File: src/rtl/mem_arbiter.sv
// Two-requester (fetch/data) arbiter onto a single AXI4-Lite style master port.
// One transaction in flight; alternating priority when both requesters collide.
module mem_arbiter (
  input  logic        clk,
  input  logic        rst,

  input  logic        r0_req,
  input  logic        r0_we,
  input  logic [31:0] r0_addr,
  input  logic [31:0] r0_wdata,
  input  logic [3:0]  r0_wstrb,
  output logic        r0_ack,
  output logic [31:0] r0_rdata,
  output logic        r0_err,

  input  logic        r1_req,
  input  logic        r1_we,
  input  logic [31:0] r1_addr,
  input  logic [31:0] r1_wdata,
  input  logic [3:0]  r1_wstrb,
  output logic        r1_ack,
  output logic [31:0] r1_rdata,
  output logic        r1_err,

  output logic [31:0] m_axi_araddr,
  output logic        m_axi_arvalid,
  input  logic        m_axi_arready,
  input  logic [31:0] m_axi_rdata,
  input  logic [1:0]  m_axi_rresp,
  input  logic        m_axi_rvalid,
  output logic        m_axi_rready,
  output logic [31:0] m_axi_awaddr,
  output logic        m_axi_awvalid,
  input  logic        m_axi_awready,
  output logic [31:0] m_axi_wdata,
  output logic [3:0]  m_axi_wstrb,
  output logic        m_axi_wvalid,
  input  logic        m_axi_wready,
  input  logic [1:0]  m_axi_bresp,
  input  logic        m_axi_bvalid,
  output logic        m_axi_bready
);

  typedef enum logic [2:0] {IDLE, AR, R, AW_W, B, RESP} state_t;

  state_t      state_reg;
  logic        grant_reg;
  logic        last_grant_reg;
  logic [31:0] araddr_reg;
  logic [31:0] awaddr_reg;
  logic [31:0] wdata_reg;
  logic [3:0]  wstrb_reg;
  logic        arvalid_reg;
  logic        rready_reg;
  logic        awvalid_reg;
  logic        wvalid_reg;
  logic        bready_reg;
  logic        r0_ack_reg;
  logic        r1_ack_reg;
  logic [31:0] r0_rdata_reg;
  logic [31:0] r1_rdata_reg;
  logic        r0_err_reg;
  logic        r1_err_reg;

  logic        sel;
  logic        sel_we;
  logic [31:0] sel_addr;
  logic [31:0] sel_wdata;
  logic [3:0]  sel_wstrb;
  logic        aw_done;
  logic        w_done;
  logic        unused_resp_lsb;

  // Only resp[1] distinguishes an error; the low bit carries no meaning here.
  assign unused_resp_lsb = m_axi_rresp[0] ^ m_axi_bresp[0];

  // On a collision, the requester that did not win last time goes first.
  always_comb begin
    sel = 1'b0;
    if (r0_req && r1_req)
      sel = ~last_grant_reg;
    else if (r1_req)
      sel = 1'b1;
  end

  assign sel_we    = sel ? r1_we    : r0_we;
  assign sel_addr  = sel ? r1_addr  : r0_addr;
  assign sel_wdata = sel ? r1_wdata : r0_wdata;
  assign sel_wstrb = sel ? r1_wstrb : r0_wstrb;

  // A channel counts as done once its valid has dropped or is handshaking now.
  assign aw_done = ~awvalid_reg | m_axi_awready;
  assign w_done  = ~wvalid_reg  | m_axi_wready;

  always_ff @(posedge clk) begin
    if (rst) begin
      state_reg      <= IDLE;
      grant_reg      <= 1'b0;
      last_grant_reg <= 1'b1;
      araddr_reg     <= '0;
      awaddr_reg     <= '0;
      wdata_reg      <= '0;
      wstrb_reg      <= '0;
      arvalid_reg    <= 1'b0;
      rready_reg     <= 1'b0;
      awvalid_reg    <= 1'b0;
      wvalid_reg     <= 1'b0;
      bready_reg     <= 1'b0;
      r0_ack_reg     <= 1'b0;
      r1_ack_reg     <= 1'b0;
      r0_rdata_reg   <= '0;
      r1_rdata_reg   <= '0;
      r0_err_reg     <= 1'b0;
      r1_err_reg     <= 1'b0;
    end else begin
      case (state_reg)
        IDLE: begin
          if (r0_req || r1_req) begin
            grant_reg      <= sel;
            last_grant_reg <= sel;
            if (sel_we) begin
              awaddr_reg  <= sel_addr;
              wdata_reg   <= sel_wdata;
              wstrb_reg   <= sel_wstrb;
              awvalid_reg <= 1'b1;
              wvalid_reg  <= 1'b1;
              state_reg   <= AW_W;
            end else begin
              araddr_reg  <= sel_addr;
              arvalid_reg <= 1'b1;
              state_reg   <= AR;
            end
          end
        end
        AR: begin
          if (m_axi_arready) begin
            arvalid_reg <= 1'b0;
            rready_reg  <= 1'b1;
            state_reg   <= R;
          end
        end
        R: begin
          if (m_axi_rvalid) begin
            rready_reg <= 1'b0;
            if (grant_reg) begin
              r1_ack_reg   <= 1'b1;
              r1_rdata_reg <= m_axi_rdata;
              r1_err_reg   <= m_axi_rresp[1];
            end else begin
              r0_ack_reg   <= 1'b1;
              r0_rdata_reg <= m_axi_rdata;
              r0_err_reg   <= m_axi_rresp[1];
            end
            state_reg <= RESP;
          end
        end
        AW_W: begin
          if (awvalid_reg && m_axi_awready)
            awvalid_reg <= 1'b0;
          if (wvalid_reg && m_axi_wready)
            wvalid_reg <= 1'b0;
          if (aw_done && w_done) begin
            bready_reg <= 1'b1;
            state_reg  <= B;
          end
        end
        B: begin
          if (m_axi_bvalid) begin
            bready_reg <= 1'b0;
            if (grant_reg) begin
              r1_ack_reg   <= 1'b1;
              r1_rdata_reg <= '0;
              r1_err_reg   <= m_axi_bresp[1];
            end else begin
              r0_ack_reg   <= 1'b1;
              r0_rdata_reg <= '0;
              r0_err_reg   <= m_axi_bresp[1];
            end
            state_reg <= RESP;
          end
        end
        RESP: begin
          r0_ack_reg   <= 1'b0;
          r1_ack_reg   <= 1'b0;
          r0_rdata_reg <= '0;
          r1_rdata_reg <= '0;
          r0_err_reg   <= 1'b0;
          r1_err_reg   <= 1'b0;
          state_reg    <= IDLE;
        end
        default: state_reg <= IDLE;
      endcase
    end
  end

  assign m_axi_araddr  = araddr_reg;
  assign m_axi_arvalid = arvalid_reg;
  assign m_axi_rready  = rready_reg;
  assign m_axi_awaddr  = awaddr_reg;
  assign m_axi_awvalid = awvalid_reg;
  assign m_axi_wdata   = wdata_reg;
  assign m_axi_wstrb   = wstrb_reg;
  assign m_axi_wvalid  = wvalid_reg;
  assign m_axi_bready  = bready_reg;

  assign r0_ack   = r0_ack_reg;
  assign r1_ack   = r1_ack_reg;
  assign r0_rdata = r0_rdata_reg;
  assign r1_rdata = r1_rdata_reg;
  assign r0_err   = r0_err_reg;
  assign r1_err   = r1_err_reg;

endmodule

File: config.mk
export PLATFORM = sky130hd
export DESIGN_NAME = mem_arbiter
export DESIGN_NICKNAME = d
export VERILOG_FILES = /design/src/rtl/mem_arbiter.sv
export SDC_FILE = /design/constraint.sdc
export NUM_CORES = 1
export LEC_CHECK = 0
export CAP_MARGIN = 30
export CORE_MARGIN = 1
export CORE_UTILIZATION = 37
export DETAILED_ROUTE_END_ITERATION = 10
export GPL_TIMING_DRIVEN = 0
export PLACE_DENSITY = 0.72
export SLEW_MARGIN = 25
export SYNTH_ARGS = -nofsm -noshare
export SYNTH_HDL_FRONTEND = slang
export SYNTH_SLANG_ARGS = --single-unit
File: constraint.sdc
create_clock -name clk -period 2 [get_ports clk]
set_input_delay 0.4 -clock clk [delete_from_list [all_inputs] [get_ports clk]]
set_output_delay 0.4 -clock clk [all_outputs]
set_load 0.01 [all_outputs]
==> summary.md, run 1 <==
| Metric | Value |
|---|---|
| Hold path start | `r0_req` |
| Hold depth | `3` |
| Slew headroom | `about half` |
| FMAX | `0.503 GHz` |
| Area share of the largest cell type after synthesis | `44.8%` |
| Routed vias/inst | `approximately 5.3` |
| DIE AREA | `~0.022 mm^2` |
| Initial antenna violation count | `0` |
| Startpoint types | `flip-flop` |
| Leak Pwr | `around 4.3 nW` |
| Dominant cell type by area after synthesis | `dfxtp_1` |
| Period utilization | `roughly 99%` |
| Num CTS Buffers | `17` |
| Clock skew | `between 0.006 and 0.007 ns` |
| Routed wire length | `29600 um` |
| Hold-fix buffers at CTS | `0` |
| Synth Area per Inst | `8.57 um^2` |
| Reg2reg end | `m_axi_awaddr[29]` |
| YS warnings | `0` |
| RSZ-0062 raised after global routing | `yes` |
| Clock sinks | `178` |
| N_diodes | `0` |
| Critical path type | `flip-flop to flip-flop` |
| Nets | `between 1000 and 1500` |
| First-pass DRT Iterations | `6` |
| Cell breakdown of the critical path | `buf_2 > nor3_4 > o21a_1 > buf_2 > clkbuf_1 > a21oi_1 > a211oi_1` |
| Post-synth top cells | `a21oi_1 (208), dfxtp_1 (178), nand3b_1 (73), clkbuf_1 (69), nand3_1 (64)` |
| WP data required | `~2.3 ns` |
| Number of synthesized register bits | `roughly 180` |
| Seq/Total Area, Yosys | `about 45%` |
| Start of the worst register-to-register path | `state_reg[1]` |
| Net Count, Synth | `between 1000 and 1500` |
| DR vias | `8459` |
| I/O pin count | `approximately 360` |
| IO buf count | `349` |
| Post-synth cell types | `42` |
| Type of the most critical hold path | `primary input to flip-flop` |
| Crit. End Element | `flip-flop` |
| H-tree levels | `4` |
| Cells after synthesis | `between 900 and 1000` |
| Most used DFF post-synth | `dfxtp_1` |
| Layout area overhead | `57.1%` |
| Crit path arrival time | `~2.3 ns` |
| Min cycle time layout | `about 2.0 ns` |
| Clock power frac | `between 30% and 40%` |
| Max FO, Critical Path | `10` |
| Post-route ant nets | `0` |
| Setup TNS | `0 ns` |
| Max stage delay on crit path | `roughly 0.44 ns` |
| Synth Cell Area | `between 0.007 and 0.008 mm^2` |
| Clock slew at reported path FFs | `0.07 ns` |
| EDFF count, synth | `0` |
| Max Slew Vio Count | `0` |
| Gate power share | `roughly a third` |
| Number of max-cap violations | `0` |
| Area after DPL | `approximately 0.012 mm^2` |
| RePlAce Congestion | `approximately 0.87` |
| Setup bufs post-CTS | `0` |
| Grt total ovfl | `0` |
| Outcome | `finished clean` |
| CTS tree | `built` |
| Pwr per Cell Area | `985 mW/mm^2` |
| Post-DP HPWL | `22600 um` |
| Final Cell Area | `roughly 0.012 mm^2` |
| Top post-synthesis cells by area | `dfxtp_1 (45%), a21oi_1 (13%), nand3b_1 (6.9%), mux2i_1 (4.0%), nand3_1 (4.0%)` |
| Sw Ratio | `between 30% and 40%` |
| Flop pwr share | `roughly a third` |
| Chip width | `approximately 150 um` |
| Worst Max-Slew Pin Slew | `approximately 0.75 ns` |
| Hold Fails Final Rpt | `0` |
| Drt initial violations | `roughly 450` |
| Count leader, synth | `a21oi_1` |
| Avg WL per Cell | `around 19 um` |
| Hold Path Sink | `last_grant_reg` |
| Largest net degree at the start of global routing | `17` |
| Utilization after layout | `slightly below 60%` |
| Core Rows | `53` |
| Internal Power | `about 8.3 mW` |
| Clock insertion delay at the later pin of the skew report | `around 0.43 ns` |
| Cell mode on critical path | `buf_2` |
| Number of global-route vias before repair | `around 8300` |
| Total GRT Usage | `a little over a quarter` |
| Die H | `149 um` |
| DRC viols | `0` |
| Root Driver | `clkbuf_16` |
| Core box area | `0.0210 mm^2` |
| Peak supply drop | `about 0.47 mV` |
| CP max-delay cell | `clkbuf_1` |
| Max clock buf depth | `2` |
| Initial Util | `between 30% and 40%` |
| First-pass GRT wire length | `about 45000 um` |
| Net switching power | `just over 4 mW` |
| Flop2flop setup slack | `0.01 ns` |
| Worst R2R Path Depth | `7` |
| Async S/R FF share, synth | `0%` |
| Share of layout cells above drive strength 1 | `8.87%` |
| Setup-failing EPs final | `0` |
-- critical path, delay by kind of cell, from the launching register on --
kind | cells | cell delay (ns)
AO/OA/AOI/OAI | 3 | 0.54
AND/OR/NAND/NOR | 1 | 0.27
flip-flops | 1 | 0.30
buffers and inverters | 3 | 0.80
-- cell usage in the layout, fill, tap and decap left out, types with 19 or more instances in the layout --
| master | synthesis | routed |
|---|---|---|
| clkdlybuf4s50_1 | 0 | 348 |
| a21oi_1 | 208 | 207 |
| dfxtp_1 | 178 | 177 |
| nand3b_1 | 73 | 73 |
| nand3_1 | 64 | 64 |
| clkbuf_1 | 69 | 51 |
| nand2_1 | 40 | 40 |
| nor3_1 | 40 | 40 |
| mux2i_1 | 32 | 32 |
| or3_1 | 32 | 32 |
| nand4_1 | 32 | 32 |
| o21ai_0 | 33 | 31 |
| a211oi_2 | 19 | 19 |
-- timing repair --
action                                  in CTS  in global routing
cloned                                       0                  0
hold endpoints to repair                     0                  0
endpoints found under the setup margin     104                133
gates resized for setup                      8                 42
-- worst max-delay path by stage --
stage / depth (start not counted) / slack, ns / end / startpoint
3_3_place_gp: 8 / -0.64 / m_axi_wdata[14] / r1_req
2_1_floorplan: 8 / 0.11 / m_axi_awaddr[10] / r0_req
4_1_cts: 8 / 0.003 / m_axi_wdata[16] / state_reg[1]
3_5_place_dp: 8 / -0.68 / m_axi_wdata[14] / r1_req
6_report: 7 / 0.01 / m_axi_awaddr[29] / state_reg[1]
5_1_grt: 7 / -0.09 / m_axi_awaddr[29] / state_reg[1]
-- logic make-up (layout without fill, tap and decap cells) --
kind of cell    Yosys count  in the layout  synth area share (%)
buf+inv                 113            493                  6.86
mux                      35             35                  4.50
flops                   178            178                  44.8
compound gates          293            293                  21.4
simple gates            309            309                  22.4
-- final cells by class --
class	count	area, um^2
plain buffers	109	569
clock buffers	18	439
clock inverters	14	224
fillers	1894	8530
inverters	3	11.3
multi-input cells	637	3850
flip-flops and latches	178	3560
well taps	275	344
repair buffers	349	3490
-- stage by stage --
| step | hold WS, ns | total power [mW] | worst slack (ns) | std cells |
|---|---|---|---|---|
| after detailed placement | 0.443 | 8.54 | -0.684 | 1552 |
| after CTS | 0.321 | 12.3 | 0.00300 | 1584 |
| after floorplan | 0.476 | 6.51 | 0.108 | 928 |
| final | 0.343 | 12.3 | 0.0123 | 1583 |
| after global routing | 0.350 | 12.9 | -0.0865 | 1583 |
| after global placement | 0.438 | 8.50 | -0.644 | 1552 |
-- layer usage --
layer	GRT usage [%]	part of all wire, %	wire [um]	vias to the layer above
met2	45.3	49	14500	331
li1	-	-	-	4106
met4	10.7	2.6	780	0
met1	32.3	42	12300	3972
met5	0	0	0	-
met3	5.52	7.0	2070	50
-- power by group through the flow --
stage	Combinational (mW)	Clock (mW)	Sequential, mW
6_report	4.23	3.76	4.32
5_1_grt	4.54	3.97	4.37
4_1_cts	4.19	3.81	4.32
3_5_place_dp	4.15	0	4.39
3_3_place_gp	4.12	0	4.37
2_1_floorplan	1.94	0	4.56
No activity file was read; power rests on OpenSTA's default activity.
==> run 2: changes to the inputs <==
--- a/config.mk
+++ b/config.mk
@@ -8,9 +8,10 @@
 export CAP_MARGIN = 30
 export CORE_MARGIN = 1
 export CORE_UTILIZATION = 37
+export CTS_CLUSTER_SIZE = 14
 export DETAILED_ROUTE_END_ITERATION = 10
 export GPL_TIMING_DRIVEN = 0
-export PLACE_DENSITY = 0.72
+export PLACE_DENSITY_LB_ADDON = 0.05
 export SLEW_MARGIN = 25
 export SYNTH_ARGS = -nofsm -noshare
 export SYNTH_HDL_FRONTEND = slang
==> summary.md, run 2 (synthesized netlist as in run 1, its figures left out) <==
| Metric | Value |
|---|---|
| Utilization after layout | `59.0%` |
| Final Cell Area | `between 0.01 and 0.015 mm^2` |
| Initial antenna violation count | `1` |
| Hold-fix buffers at CTS | `0` |
| Initial Util | `37.8%` |
| Root Driver | `clkbuf_16` |
| Slew headroom | `a little over half` |
| Type of the most critical hold path | `primary input to flip-flop` |
| Number of max-cap violations | `0` |
| Nets | `around 1500` |
| Cell mode on critical path | `buf_6` |
| RePlAce Congestion | `just over 0.8` |
| Total GRT Usage | `between 20 and 30%` |
| Core Rows | `53` |
| Max FO, Critical Path | `10` |
| IO buf count | `349` |
| Leading cell type in the layout, fill and taps excluded | `clkdlybuf4s50_1` |
| Met2 usage | `a little over two fifths` |
| DRC viols | `0` |
| Placed Cells incl. Taps | `1552` |
| Worst Max-Slew Pin Slew | `~0.7 ns` |
| DR vias | `8386` |
| CTS tree | `built` |
| Largest net degree at the start of global routing | `17` |
| Start of the worst register-to-register path | `last_grant_reg` |
| Startpoint types | `flip-flop` |
| Chip width | `149 um` |
| Setup TNS | `0 ns` |
| Cell family with most CP delay | `multiplexers` |
| Clock skew | `a little over 0.01 ns` |
| Fill count | `1941` |
| Post-DP HPWL | `between 20000 and 25000 um` |
| Avg WL per Cell | `18.3 um` |
| H-tree levels | `4` |
| CP Buf/Inv Count | `2` |
| RSZ-0062 raised after global routing | `no` |
| Reg2reg end | `m_axi_araddr[6]` |
| Worst R2R Path Depth | `6` |
| Number of global-route vias before repair | `a little under 8000` |
| Leak Pwr | `between 4 and 5 nW` |
| Drt initial violations | `428` |
| Routed wire length | `28900 um` |
| Clock sinks | `~180` |
| Met3 usage | `between 5 and 6%` |
| Most frequent cells in the layout | `clkdlybuf4s50_1 (348), a21oi_1 (204), dfxtp_1 (177)` |
| Die H | `149 um` |
| Max Slew Vio Count | `0` |
| Num CTS Buffers | `17` |
| CP Capture Point | `m_axi_araddr[6]` |
| Crit. End Element | `flip-flop` |
| DIE AREA | `0.0221 mm^2` |
| Clock slew at reported path FFs | `roughly 0.070 ns` |
| Setup bufs post-CTS | `0` |
| Max clock buf depth | `2` |
| Sequential cell area | `0.00356 mm^2` |
| Flop2flop setup slack | `slightly above 0.09 ns` |
| WP depth | `6` |
| Multi-input gate area | `between 0.003 and 0.004 mm^2` |
| GR peak layer | `met2` |
| Power Total | `roughly 12 mW` |
| Max stage delay on crit path | `slightly below 0.4 ns` |
| Peak supply drop | `0.608 mV` |
| First-pass DRT Iterations | `5` |
| WP data required | `~2.3 ns` |
| Pwr per Cell Area | `roughly 950 mW/mm^2` |
| Hold Fails Final Rpt | `0` |
| I/O pin count | `approximately 360` |
| FMAX | `between 0.5 and 0.6 GHz` |
| Area after DPL | `between 0.01 and 0.015 mm^2` |
| M1 GR Usage | `33.5%` |
| Cell breakdown of the critical path | `a21boi_1 > buf_6 > mux2_4 > buf_6 > or3_1 > a21oi_1` |
| Routed vias/inst | `~5.3` |
| Post-route ant nets | `0` |
| Outcome | `finished clean` |
| CP max-delay cell | `mux2_4` |
| Core box area | `0.0210 mm^2` |
| Period utilization | `between 90% and 100%` |
| Share of layout cells above drive strength 1 | `9.18%` |
| Crit path arrival time | `roughly 2.3 ns` |
| Critical path type | `flip-flop to flip-flop` |
| Beginning of the critical path | `last_grant_reg` |
| Clock insertion delay at the later pin of the skew report | `0.42 ns` |
| Setup-failing EPs final | `0` |
| Layout area overhead | `55.9%` |
| First-pass GRT wire length | `~44000 um` |
| Grt total ovfl | `0` |
| Min cycle time layout | `between 1.5 and 2 ns` |
| Non-Filler Instances | `roughly 1600` |
[run 2: what timing repair did]
action                     CTS  global route
resized for setup            6            46
setup endpoints to repair  104           133
hold endpoints to repair     0             0
[run 2: per-layer routing]
metal,up-vias,wire length (um)
li1,4108,-
met4,0,625
met3,37,2020
met5,-,0
met1,3936,12600
met2,305,13700
[run 2: how the worst min path moves through the flow]
stage	from	to	slack (ns)	cells after the start
finish	r0_req	last_grant_reg	0.35	3
global placement	r1_rdata[31]	r1_rdata[31]	0.44	2
detailed placement	r1_rdata[31]	r1_rdata[31]	0.44	2
global route	r0_req	last_grant_reg	0.35	3
CTS	r0_req	last_grant_reg	0.33	3
floorplan	r1_rdata[0]	r1_rdata[0]	0.48	2
[run 2: worst reg2reg max path: stages, from the launching register on]
cell	delay [ns]
dfxtp_1	0.35
a21boi_1	0.17
buf_6	0.19
mux2_4	0.40
buf_6	0.16
or3_1	0.39
a21oi_1	0.17
[run 2: metrics by stage]
stage	setup WS (ns)	hold slack (ns)
floorplan	0.108	0.476
global placement	-0.620	0.438
detailed placement	-0.615	0.443
CTS	0.0243	0.329
global route	0.00620	0.349
finish	0.0912	0.347
[run 2: where the power goes]
| part | internal (mW) | total, mW | switching, mW |
|---|---|---|---|
| sequential | 4.04 | 4.31 | 0.273 |
| combinational | 1.97 | 4.22 | 2.25 |
| clock | 1.69 | 3.20 | 1.51 |
[run 2: area by class of cell]
type                            instances  area share [%]
Inverter                                3          0.0909
Tap cell                              275            2.78
Sequential cell                       178            28.8
Timing Repair Buffer                  349            28.1
Buffer                                108            4.51
Antenna cell                            1          0.0202
Clock inverter                         12           0.797
Clock buffer                           20            3.68
Multi-Input combinational cell        637            31.2
